## config.mk

```make
export PLATFORM = sky130hd
export DESIGN_NAME = bin2bcd_seq_flat
export DESIGN_NICKNAME = d
export VERILOG_FILES = /design/src/rtl/bin2bcd_seq_pkg.sv /design/src/rtl/bin2bcd_seq_if.sv /design/src/rtl/bcd_dabble_digit.sv /design/src/rtl/bin2bcd_seq.sv /design/src/flat_wrapper.sv
export SDC_FILE = /design/constraint.sdc
export NUM_CORES = 1
export LEC_CHECK = 0
export ABC_AREA = 1
export BUFFER_PORTS_ARGS = -buffer_cell sky130_fd_sc_hd__buf_2
export CAP_MARGIN = 10
export CELL_PAD_IN_SITES_DETAIL_PLACEMENT = 1
export CELL_PAD_IN_SITES_GLOBAL_PLACEMENT = 1
export CORE_MARGIN = 2
export CORE_UTILIZATION = 43
export DETAILED_ROUTE_END_ITERATION = 7
export GPL_ROUTABILITY_DRIVEN = 0
export GPL_TIMING_DRIVEN = 0
export PLACE_DENSITY_LB_ADDON = 0.1
export SYNTH_ARGS = -nofsm -noshare
export SYNTH_HDL_FRONTEND = slang
export SYNTH_SLANG_ARGS = --single-unit
```

## constraint.sdc

```tcl
create_clock -name clk -period 2.1 [get_ports clk]
set_input_delay 0.315 -clock clk [delete_from_list [all_inputs] [get_ports clk]]
set_output_delay 0.315 -clock clk [all_outputs]
set_load 0.005 [all_outputs]
```

## src/rtl/bin2bcd_seq_pkg.sv

```systemverilog
// Shared definitions for the sequential binary-to-BCD converter:
// digit width, FSM state encodings and elaboration-time helper functions.
package bin2bcd_seq_pkg;

    localparam int BCD_W = 4;

    localparam logic [1:0] S_IDLE  = 2'd0;
    localparam logic [1:0] S_CONV  = 2'd1;
    localparam logic [1:0] S_COUNT = 2'd2;
    localparam logic [1:0] S_DONE  = 2'd3;

    // Smallest r such that 2**r >= value (bounded loop, constant-foldable).
    function automatic int clog2(input int value);
        int r;
        r = 0;
        for (int i = 0; i < 32; i++) begin
            if ((64'd1 << i) < 64'(value)) begin
                r = i + 1;
            end
        end
        return r;
    endfunction

    // Number of decimal digits needed to hold 2**bits - 1 (at least 1).
    // Exact 256-bit arithmetic, so valid for bits up to 200.
    function automatic int min_digits(input int bits);
        logic [255:0] lim;
        logic [255:0] p;
        int           d;
        lim = (256'd1 << bits) - 256'd1;
        p   = 256'd1;
        d   = 0;
        for (int i = 0; i < 80; i++) begin
            if (p <= lim) begin
                p = p * 256'd10;
                d = d + 1;
            end
        end
        return (d < 1) ? 1 : d;
    endfunction

endpackage

```

## src/rtl/bin2bcd_seq_if.sv

```systemverilog
// Request/result bundle of the binary-to-BCD converter. The requester drives
// start/bin; the converter returns packed BCD, sign, digit count and rdy.
interface bin2bcd_seq_if #(
    parameter int BITS   = 32,
    parameter int DIGITS = 10
);
    import bin2bcd_seq_pkg::*;

    localparam int NDIG_W = clog2(DIGITS + 1);

    logic                      start;
    logic [BITS-1:0]           bin;
    logic [BCD_W*DIGITS-1:0]   bcd;
    logic                      neg;
    logic [NDIG_W-1:0]         ndigits;
    logic                      rdy;

    modport master (
        output start, bin,
        input  bcd, neg, ndigits, rdy
    );

    modport slave (
        input  start, bin,
        output bcd, neg, ndigits, rdy
    );

endinterface

```

## src/rtl/bcd_dabble_digit.sv

```systemverilog
// One double-dabble digit correction: any digit of 5 or more gets +3 so the
// following left shift carries correctly into the next decimal digit.
module bcd_dabble_digit
    import bin2bcd_seq_pkg::*;
(
    input  logic [BCD_W-1:0] d_i,
    output logic [BCD_W-1:0] d_o
);

    // Add-3 adjust; inputs are always 0..9 so the result stays within 4 bits.
    always_comb begin
        d_o = (d_i >= BCD_W'(5)) ? (d_i + BCD_W'(3)) : d_i;
    end

endmodule

```

## src/rtl/bin2bcd_seq.sv

```systemverilog
// Sequential binary-to-BCD converter (shift-and-add-3), one input bit per
// cycle. A start in any state (re)loads the operands; results appear one
// cycle after the last shift and are held with rdy until the next start.
module bin2bcd_seq #(
    parameter int BITS   = 32,
    parameter int DIGITS = 10,
    parameter int SIGNED = 0
) (
    input  logic          clk,
    input  logic          rst,
    bin2bcd_seq_if.slave  bus
);
    import bin2bcd_seq_pkg::*;

    localparam int WORK_W = BCD_W * DIGITS;
    localparam int NDIG_W = clog2(DIGITS + 1);
    localparam int CNT_W  = (BITS > 1) ? clog2(BITS) : 1;

    // Refuse to build a converter whose digit register could overflow.
    if (BITS > 200) begin : g_bits_chk
        $error("bin2bcd_seq: BITS=%0d exceeds the supported maximum of 200", BITS);
    end
    if (DIGITS < min_digits(BITS)) begin : g_digits_chk
        $error("bin2bcd_seq: DIGITS=%0d cannot hold 2**%0d-1 (needs %0d)",
               DIGITS, BITS, min_digits(BITS));
    end

    logic [1:0]             state_q,   state_d;
    logic [CNT_W-1:0]       cnt_q,     cnt_d;
    logic [BITS-1:0]        shift_q,   shift_d;
    logic [WORK_W-1:0]      work_q,    work_d;
    logic                   neg_tmp_q, neg_tmp_d;
    logic [WORK_W-1:0]      bcd_q,     bcd_d;
    logic                   neg_q,     neg_d;
    logic [NDIG_W-1:0]      ndig_q,    ndig_d;
    logic                   rdy_q,     rdy_d;

    logic [WORK_W-1:0]      work_adj;
    logic signed [BITS-1:0] bin_s;
    logic                   bin_neg;
    logic [BITS-1:0]        mag;

    // Magnitude is BITS-bit unsigned, so the most negative input maps to
    // 2**(BITS-1) without overflow.
    assign bin_s   = $signed(bus.bin);
    assign bin_neg = (SIGNED != 0) && bus.bin[BITS-1];
    assign mag     = bin_neg ? $unsigned(-bin_s) : bus.bin;

    for (genvar g = 0; g < DIGITS; g++) begin : g_digit
        bcd_dabble_digit u_digit (
            .d_i (work_q[g*BCD_W +: BCD_W]),
            .d_o (work_adj[g*BCD_W +: BCD_W])
        );
    end

    // 1 + index of the highest nonzero digit; 1 when the value is zero.
    function automatic logic [NDIG_W-1:0] sig_digits(input logic [WORK_W-1:0] w);
        logic [NDIG_W-1:0] n;
        n = NDIG_W'(1);
        for (int i = 0; i < DIGITS; i++) begin
            if (w[i*BCD_W +: BCD_W] != '0) begin
                n = NDIG_W'(i + 1);
            end
        end
        return n;
    endfunction

    // Next-state logic: start overrides everything, otherwise step the FSM.
    always_comb begin
        state_d   = state_q;
        cnt_d     = cnt_q;
        shift_d   = shift_q;
        work_d    = work_q;
        neg_tmp_d = neg_tmp_q;
        bcd_d     = bcd_q;
        neg_d     = neg_q;
        ndig_d    = ndig_q;
        rdy_d     = rdy_q;

        if (bus.start) begin
            shift_d   = mag;
            neg_tmp_d = bin_neg;
            work_d    = '0;
            cnt_d     = CNT_W'(BITS - 1);
            rdy_d     = 1'b0;
            state_d   = S_CONV;
        end else begin
            case (state_q)
                S_CONV: begin
                    // Adjusted digits and the shift register move left as one
                    // long word; the top work bit is always zero here.
                    work_d  = WORK_W'({work_adj, shift_q[BITS-1]});
                    shift_d = shift_q << 1;
                    cnt_d   = cnt_q - CNT_W'(1);
                    if (cnt_q == '0) begin
                        state_d = S_COUNT;
                    end
                end
                S_COUNT: begin
                    bcd_d   = work_q;
                    neg_d   = neg_tmp_q;
                    ndig_d  = sig_digits(work_q);
                    rdy_d   = 1'b1;
                    state_d = S_DONE;
                end
                default: begin
                    // IDLE and DONE hold until the next start.
                end
            endcase
        end
    end

    // Control and visible outputs: reset to the idle, empty-result state.
    always_ff @(posedge clk) begin
        if (rst) begin
            state_q <= S_IDLE;
            bcd_q   <= '0;
            neg_q   <= 1'b0;
            ndig_q  <= NDIG_W'(1);
            rdy_q   <= 1'b0;
        end else begin
            state_q <= state_d;
            bcd_q   <= bcd_d;
            neg_q   <= neg_d;
            ndig_q  <= ndig_d;
            rdy_q   <= rdy_d;
        end
    end

    // Working datapath: only meaningful after a start, so left unreset.
    always_ff @(posedge clk) begin
        cnt_q     <= cnt_d;
        shift_q   <= shift_d;
        work_q    <= work_d;
        neg_tmp_q <= neg_tmp_d;
    end

    assign bus.bcd     = bcd_q;
    assign bus.neg     = neg_q;
    assign bus.ndigits = ndig_q;
    assign bus.rdy     = rdy_q;

endmodule
```

## src/flat_wrapper.sv

```systemverilog
// flat-port wrapper written by rule: the top's interface ports become plain ports
module bin2bcd_seq_flat import bin2bcd_seq_pkg::*;
#(
    parameter int BITS   = 32,
    parameter int DIGITS = 10,
    parameter int SIGNED = 0
)
  (clk, rst, bus_start, bus_bin, bus_bcd, bus_neg, bus_ndigits, bus_rdy);
  bin2bcd_seq_if #(.BITS(BITS), .DIGITS(DIGITS)) bus_i ();
  input  logic clk;
  input  logic rst;
  input wire logic [$bits(bus_i.start)-1:0] bus_start;
  input wire logic [$bits(bus_i.bin)-1:0] bus_bin;
  output wire logic [$bits(bus_i.bcd)-1:0] bus_bcd;
  output wire logic [$bits(bus_i.neg)-1:0] bus_neg;
  output wire logic [$bits(bus_i.ndigits)-1:0] bus_ndigits;
  output wire logic [$bits(bus_i.rdy)-1:0] bus_rdy;
  assign bus_i.start = bus_start;
  assign bus_i.bin = bus_bin;
  assign bus_bcd = bus_i.bcd;
  assign bus_neg = bus_i.neg;
  assign bus_ndigits = bus_i.ndigits;
  assign bus_rdy = bus_i.rdy;
  bin2bcd_seq #(.BITS(BITS), .DIGITS(DIGITS), .SIGNED(SIGNED)) u_core (.clk(clk), .rst(rst), .bus(bus_i));
endmodule
```

# ---- Word level (Yosys, flattened, before mapping)
# Cells that the tools add are included.
# Widths: inputs -> output; s select.
dict set report classes {
  reduce_logical 17
  muxes 24
  magnitude_cmp 10
  n_addsub 11
  eq_ne 4
  bitwise 1
}
# cell n
set ops {}
lappend ops {{$mux 32} 2}
lappend ops {{$mux 4} 12}
lappend ops {{$ge 4x3->1 const B} 10}
lappend ops {{$add 4x2->4 const B} 9}
lappend ops {{$reduce_bool 4->1} 9}
lappend ops {{$mux 3} 5}
lappend ops {{$mux 2} 3}
lappend ops {{$reduce_and 2->1} 3}
lappend ops {{$logic_not 5->1} 1}
lappend ops {{$sub 5x1->5 const B} 1}
lappend ops {{$pmux 2 s2} 1}
lappend ops {{$reduce_bool 2->1} 2}
lappend ops {{$add 3x2->3 const B} 1}
lappend ops {{$ne 3x2->1 const B} 1}
lappend ops {{$reduce_bool 3->1} 1}
lappend ops {{$eq 2x1->1 const B} 1}
lappend ops {{$eq 2x2->1 const B} 1}
lappend ops {{$ne 2x1->1 const B} 1}
lappend ops {{$reduce_or 2->1} 1}
lappend ops {{$mux 1} 1}
lappend ops {{$not 1->1} 1}
dict set report totals {
  register_bits 124
  input_bits 35
}

# ---- Logic depth before layout (Yosys ltp)
# Gate-level depths: netlist (run 1).
dict set report depth {
  ltp_word 10
  ltp_mapped 13
  depth_no_buf 13
}

# ---- By module
# A second synthesis (run 1) with hierarchy kept.
dict set report unflattened {
  hier_cells 739
  hier_area_um2 5972.0
}
# mod area_each_um2 seq_area_each_um2 n_inst cells_per_inst
set by_module_without_submodules {}
lappend by_module_without_submodules {bin2bcd_seq 4620.7 2802.7 1 509}
lappend by_module_without_submodules {bcd_dabble_digit 135.1 0.0 10 23}

# ---- Worst setup path before layout (run 1)
# Ideal clock, no wire load.
dict set report synth_path {
  path_kind {register to register}
  startpoint {register u_core.state_q[0]}
  endpoint {register u_core.shift_q[0], enable pin}
  path_buffers 2
  t_arrival_ps 1047
  path_stages_with_launch 7
  setup_time_ps 330
  period_less_slack_ps 1377
  required_ps 1770
  slack_ps 723
  cell_sequence {dfxtp_1 > inv_1 > nor2_4 > nor2_4 > inv_2 > buf_2 > buf_6}
}
dict set report synth_via {
  elab_chain_len 2
}
# element line_no
set synth_lines {}
lappend synth_lines {{from (decl)} bin2bcd_seq.sv:28} ;# logic [1:0] state_q, state_d;
lappend synth_lines {{from (signal assigned)} bin2bcd_seq.sv:122} ;# state_q <= state_d;
lappend synth_lines {{$eq 2x1->1} bin2bcd_seq.sv:88} ;# case (state_q)
lappend synth_lines {{$reduce_bool 2->1 (no line)} --}
lappend synth_lines {{to (signal assigned)} bin2bcd_seq.sv:133} ;# shift_q <= shift_d;
lappend synth_lines {{to (decl)} bin2bcd_seq.sv:30} ;# logic [BITS-1:0] shift_q, shift_d;
# No other way between the ends.
# A chain may end at the register's enable or synchronous reset.

# ---- Worst setup path in the final report (run 1)
dict set report layout_path {
  startpoint {register u_core.state_q[0]}
  endpoint {register u_core.shift_q[27], enable pin}
}
# The elaborated chain is that of the path after synthesis.

==> flow_summary_export.csv, run 1 <==
group,metric,value,unit
run_status,outcome,"finished, final reports clean",
placement,dpl.hpwl,10.4,mm
setup_path,cp.required,2.17,ns
cts,numClockSinks,124,
detailed_routing,vias_per_cell,5.22,
pwr,total_leakage_power,2.96,nW
global_route,antenna_found_initial,0,
timing,finalSetupTns,0,ns
detailed_routing,routedWlPerCell,16.4,um
cells_and_area,diodes,0,
floorplan,rows,40,
pwr,p_clk_share,49.2,%
yosys,seq_area_frac_synth,51.8,%
pwr,ir_drop,0.566,mV
global_route,grt_first_pass_wirelength,25.2,mm
cts,cts_hold_buf,0,
yosys,synth_seq_cells,124,
cells_and_area,nets,808,
cts,cts_buffers,17,
timing,whs,0.152,ns
worst_hold_path,hold_path.class,"primary input to register",
cells_and_area,postLayoutCoreUtil,54.0,%
timing,worst_pin_slew,0.815,ns
detailed_routing,first_pass_iters,4,
cells_and_area,final_area,6570,um2
detailed_routing,postRouteAntennaNets,0,
global_route,grt_usage,24.4,%
placement,port_buffers,79,
yosys,synthCells,654,
yosys,avgSynthCellArea,8.27,um2
timing,finalMaxSlewViolations,0,
floorplan,core_area,12200,um2
global_route,grt_max_degree,42,
worst_hold_path,min_path_cells,2,
pwr,comb_power_share,4.8,%
cells_and_area,drive_above_1_share,17.5,%
cts,clock_latency,0.42,ns
yosys,synth_top_area_share,34.1,%
timing,slew_headroom,45.7,%
timing,max_freq,567,MHz
pwr,switchingPower,1.23,mW
timing,finalSetupViolCount,0,
floorplan,start_util,44.5,%
pwr,power_density,850,nW/um2
setup_path,cp-start-kind,"register",
detailed_routing,via_count,4873,
placement,placed_cells,901,
global_route,grt_pass1_vias,5084,
yosys,syn_nets,710,
floorplan,dieHeight,116,um
cts,cts_setup_buffers,0,
pwr,pwr-share-seq,46.0,%
detailed_routing,drc,0,
timing,layout_min_cycle_time,1.76,ns
setup_path,ff2ff_setup_slack,0.34,ns
floorplan,io_pins,81,
timing,finClkSkew,0.00857,ns
global_route,grt_overflow,0,
timing,final_hold_viol_count,0,
yosys,synth_area_leaders,"dfxtp_1, edfxtp_1, nand2_1, o21ai_0, a21oi_1",
setup_path,crit_arrival,1.83,ns
timing,worst_slack,0.338,ns
cells_and_area,synthToLayoutAreaGrowth,21.5,%
timing,rsz0062_at_grt,"false",
yosys,synth.distinct_cells,28,
cts,clockRootBuffer,"clkbuf_16",
pwr,p_sw_share,22.0,%
cts,cts.clk_slew.worst_paths,0.06,ns
floorplan,fp.dieW,116,um
pwr,fin_total_pwr,5.58,mW
yosys,yosys_warnings,0,
setup_path,crit_fanout,41,
yosys,synth_area,5410,um2
setup_path,cp-end-kind,"register",
cts,cts.htree.levels,4,
cells_and_area,fin_cells,933,
setup_path,worstSetupPathType,"register to register",
timing,min_period_over_period,83.9,%
pwr,p_int,4.35,mW
placement,place_area,6010,um2
setup_path,worst-r2r-cell-count,6,
cts,cts_buffer_depth,2,
floorplan,dieArea,13500,um2
flow_run,maxCapViolations,0,
detailed_routing,dr.first_iter.drc_count,257,
yosys,yosysTopAreaCell,"dfxtp_1",
placement,dp_worst_setup_slack,0.317,ns
cts,ctsResizeCount,0,
cts,tritoncts,"done",
detailed_routing,routed_wl,15.3,mm
-- final timing paths --
check | start | end
max | u_core.state_q[0]$_SDFFE_PP0P_ | u_core.shift_q[27]$_DFFE_PP_
min | rst | u_core.bus.ndigits[2]$_SDFFE_PP0P_
max reg2reg | u_core.state_q[0]$_SDFFE_PP0P_ | u_core.shift_q[27]$_DFFE_PP_
min reg2reg | u_core.bus.rdy$_SDFFE_PP0P_ | u_core.bus.rdy$_SDFFE_PP0P_
-- cell type report --
cell class / count / area (um2)
repair buffers: 79 / 395
clock inverters: 9 / 67.6
fillers: 1517 / 5590
clock buffers: 23 / 488
inverters: 64 / 240
flip-flops and latches: 124 / 2800
well taps: 168 / 210
multi-input cells: 436 / 2210
plain buffers: 30 / 156
-- cells in the final DEF (no fill, tap or decap), drive strengths merged --
master,n
clkbuf,36
buf,96
o22ai,16
nor3,7
ha,21
a32o,1
nand3,36
o211ai,8
and2,2
o21ai,85
o31ai,2
edfxtp,32
dfxtp,92
a31oi,2
nand2,174
conb,1
a21oi,60
bufinv,1
a22oi,1
nor2,15
nand4,2
clkinv,8
xor2,3
inv,64
-- layer usage --
layer | wire length (um) | track usage [%] | vias to the layer above
met3 | 545 | 4.83 | 22
met1 | 6980 | 30.5 | 2361
li1 | - | - | 2395
met4 | 250 | 8.89 | 0
met2 | 7560 | 42.2 | 95
met5 | 0 | 0 | -
-- Yosys cell counts (all sizes together) --
library cell,n
a32o,1
conb,1
nor2,15
clkbuf,13
a31oi,2
dfxtp,92
ha,21
inv,64
nand2,174
buf,17
o21ai,85
a22oi,1
a21oi,60
edfxtp,32
o22ai,16
o211ai,8
nand4,2
and2,2
xor2,3
o31ai,2
nor3,7
nand3,36
-- critical path, cell delays in order (launching register included) --
cell and delay (ns):
dfxtp_1 0.32, inv_1 0.08, nor2_4 0.19, nor2_4 0.07
inv_2 0.05, buf_2 0.27, buf_6 0.40
-- power groups by stage --
stage / clock (mW) / combinational, mW / sequential, mW
after floorplan: 0 / 0.161 / 2.61
after global placement: 0 / 0.256 / 2.61
after detailed placement: 0 / 0.267 / 2.61
after CTS: 2.79 / 0.271 / 2.57
after global routing: 2.89 / 0.303 / 2.57
final: 2.75 / 0.268 / 2.57
-- cell families after synthesis --
| family | after synthesis | share of synthesized area (%) |
|---|---|---|
| buffers and inverters | 94 | 7.33 |
| adder cells (fa/ha/maj) | 21 | 4.86 |
| AO/OA/AOI/OAI | 175 | 17.2 |
| AND/OR/NAND/NOR | 236 | 18.2 |
| other | 1 | 0.0693 |
| flip-flops | 124 | 51.8 |
| XOR/XNOR | 3 | 0.486 |
-- registers in the layout, indices dropped and copies added (netlist names) --
register and flops:
u_core.bus.rdy 1, u_core.bus.bcd 40, u_core.shift_q 32, u_core.state_q 2
u_core.cnt_q 5, u_core.work_q 40, u_core.bus.ndigits 4
No activity file was read; power rests on OpenSTA's default activity.
==> run 2: changes to the inputs <==
--- a/config.mk
+++ b/config.mk
@@ -11,7 +11,7 @@
 export CELL_PAD_IN_SITES_DETAIL_PLACEMENT = 1
 export CELL_PAD_IN_SITES_GLOBAL_PLACEMENT = 1
 export CORE_MARGIN = 2
-export CORE_UTILIZATION = 43
+export CORE_UTILIZATION = 42
 export DETAILED_ROUTE_END_ITERATION = 7
 export GPL_ROUTABILITY_DRIVEN = 0
 export GPL_TIMING_DRIVEN = 0
==> constraint.sdc (replaced) <==
create_clock -name clk -period 1.7 [get_ports clk]
set_input_delay 0.255 -clock clk [delete_from_list [all_inputs] [get_ports clk]]
set_output_delay 0.255 -clock clk [all_outputs]
set_load 0.005 [all_outputs]
==> run 2 against run 1 <==
Against the previous run:
- wire length decreased by 2.1%
- via count decreased by 1.4%
- critical path type unchanged
- power increased by 29%
- die area increased by 2.3%
- first-iteration DRC count decreased by 32%
- worst hold slack got worse by 0.053 ns
==> flow_summary_export.csv, run 2 (synthesis gave the netlist of run 1 again) <==
group,metric,value,unit
run_status,outcome,"finished, final reports clean",
detailed_routing,vias_per_cell,5.13,
cells_and_area,synthToLayoutAreaGrowth,23.1,%
cells_and_area,nets,808,
cts,cts_buffers,17,
detailed_routing,via_count,4804,
worst_hold_path,hold_path.class,"primary input to register",
cts,cts_buffer_depth,2,
timing,slew_headroom,50.1,%
floorplan,io_pins,81,
cells_and_area,final_common_cell,"nand2_1",
cts,cts_setup_buffers,0,
setup_path,cp_cell_sequence,"inv_1, nor2_4, nor2_4, inv_2, buf_2, buf_12",
cts,cts.clk_slew.worst_paths,0.06,ns
floorplan,dieArea,13800,um2
detailed_routing,first_pass_iters,4,
cts,tritoncts,"done",
floorplan,core_area,12600,um2
global_route,grt_usage,23.1,%
pwr,p_int,5.66,mW
setup_path,crit_path_max_incr_delay,0.33,ns
setup_path,crit_arrival,1.72,ns
floorplan,start_util,42.9,%
timing,max_freq,618,MHz
detailed_routing,dr.first_iter.drc_count,176,
pwr,p_clk_share,51.4,%
pwr,ir_drop,0.606,mV
cells_and_area,drive_above_1_share,18.8,%
flow_run,maxCapViolations,0,
setup_path,crit_fanout,41,
timing,finalMaxSlewViolations,0,
setup_path,cp-start-kind,"register",
global_route,grt_pass1_vias,5082,
timing,layout_min_cycle_time,1.62,ns
placement,place_area,6020,um2
setup_path,worstSetupPathType,"register to register",
setup_path,cpMostUsedCell,"nor2_4",
pwr,fin_total_pwr,7.22,mW
pwr,switchingPower,1.56,mW
detailed_routing,routed_wl,15.0,mm
pwr,power_density,1080,nW/um2
timing,min_period_over_period,95.1,%
timing,final_hold_viol_count,0,
timing,finalSetupViolCount,0,
cts,clock_latency,0.42,ns
setup_path,slowest_stage,"dfxtp_1",
pwr,total_leakage_power,2.99,nW
pwr,p_sw_share,21.7,%
global_route,grt_overflow,0,
cells_and_area,diodes,0,
placement,dpl.hpwl,10.5,mm
detailed_routing,drc,0,
setup_path,cp.required,1.80,ns
timing,finClkSkew,0.0113,ns
timing,worst_pin_slew,0.749,ns
global_route,antenna_found_initial,0,
floorplan,rows,41,
cts,cts.htree.levels,4,
pwr,pwr-share-seq,43.9,%
setup_path,cp-end-kind,"register",
pwr,comb_power_share,4.7,%
global_route,grt_first_pass_wirelength,25.3,mm
floorplan,dieHeight,117,um
detailed_routing,postRouteAntennaNets,0,
detailed_routing,routedWlPerCell,16.0,um
cells_and_area,final_cell_mix,"nand2_1, dfxtp_1, buf_2",
cts,numClockSinks,124,
cells_and_area,final_area,6660,um2
global_route,grt_max_degree,42,
floorplan,fp.dieW,117,um
placement,port_buffers,79,
cts,clockRootBuffer,"clkbuf_16",
run 2: area by class of cell:
type,count,area [um2]
fill,1570,5960
sequential,124,2800
multi-input combinational,436,2230
clock buffer,20,468
timing repair buffer,79,395
inverter,64,240
tap,172,215
buffer,30,166
clock inverter,12,141
run 2: timing repair:
item / CTS / global route
resized for setup: 1 / 16
setup endpoints to repair: 33 / 48
hold buffers: 0 / 0
run 2: routing by layer:
layer / up-vias / wire (um) / track usage [%]
met5: - / 0 / 0
met4: 0 / 330 / 10.7
met3: 23 / 448 / 5.38
met2: 78 / 7290 / 39.1
met1: 2311 / 6950 / 27.9
li1: 2392 / - / -
run 2: stage by stage:
stage / instances / setup TNS [ns] / utilization, % / hold WS (ns) / worst slack [ns]
after floorplan: 654 / 0 / - / 0.324 / 0.323
after CTS: 937 / 0 / 52.5 / 0.0728 / 0.0175
final: 937 / 0 / 52.7 / 0.0983 / 0.0825
after global routing: 937 / -0.00650 / 52.7 / 0.0871 / -0.00650
after global placement: 905 / 0 / 47.7 / 0.438 / 0.0190
after detailed placement: 905 / -1.06 / 47.7 / 0.451 / -0.0352
run 2: power by group through the flow:
stage | clock network [mW] | logic (mW) | registers, mW
3_3_place_gp | 0 | 0.316 | 3.22
5_1_grt | 3.91 | 0.381 | 3.18
4_1_cts | 3.79 | 0.340 | 3.17
2_1_floorplan | 0 | 0.199 | 3.22
6_report | 3.71 | 0.336 | 3.17
3_5_place_dp | 0 | 0.335 | 3.23
run 2: path summary, 6_finish.rpt:
path / to / cells past startpoint / slack [ns] / startpoint
worst min register to register: u_core.work_q[0]$_SDFFE_PP0P_ / 2 / 0.46 / u_core.shift_q[31]$_DFFE_PP_
worst min-delay path: u_core.bus.bcd[39]$_SDFFE_PP0P_ / 2 / 0.1 / rst
worst max register to register: u_core.shift_q[30]$_DFFE_PP_ / 6 / 0.08 / u_core.state_q[0]$_SDFFE_PP0P_
worst max-delay path: u_core.shift_q[30]$_DFFE_PP_ / 6 / 0.08 / u_core.state_q[0]$_SDFFE_PP0P_
run 2: critical path, delay by kind of cell (launching register included):
kind                   cells  cell delay, ns
DFF                        1            0.33
buffers and inverters      4            0.67
and+or+nand+nor            2            0.25
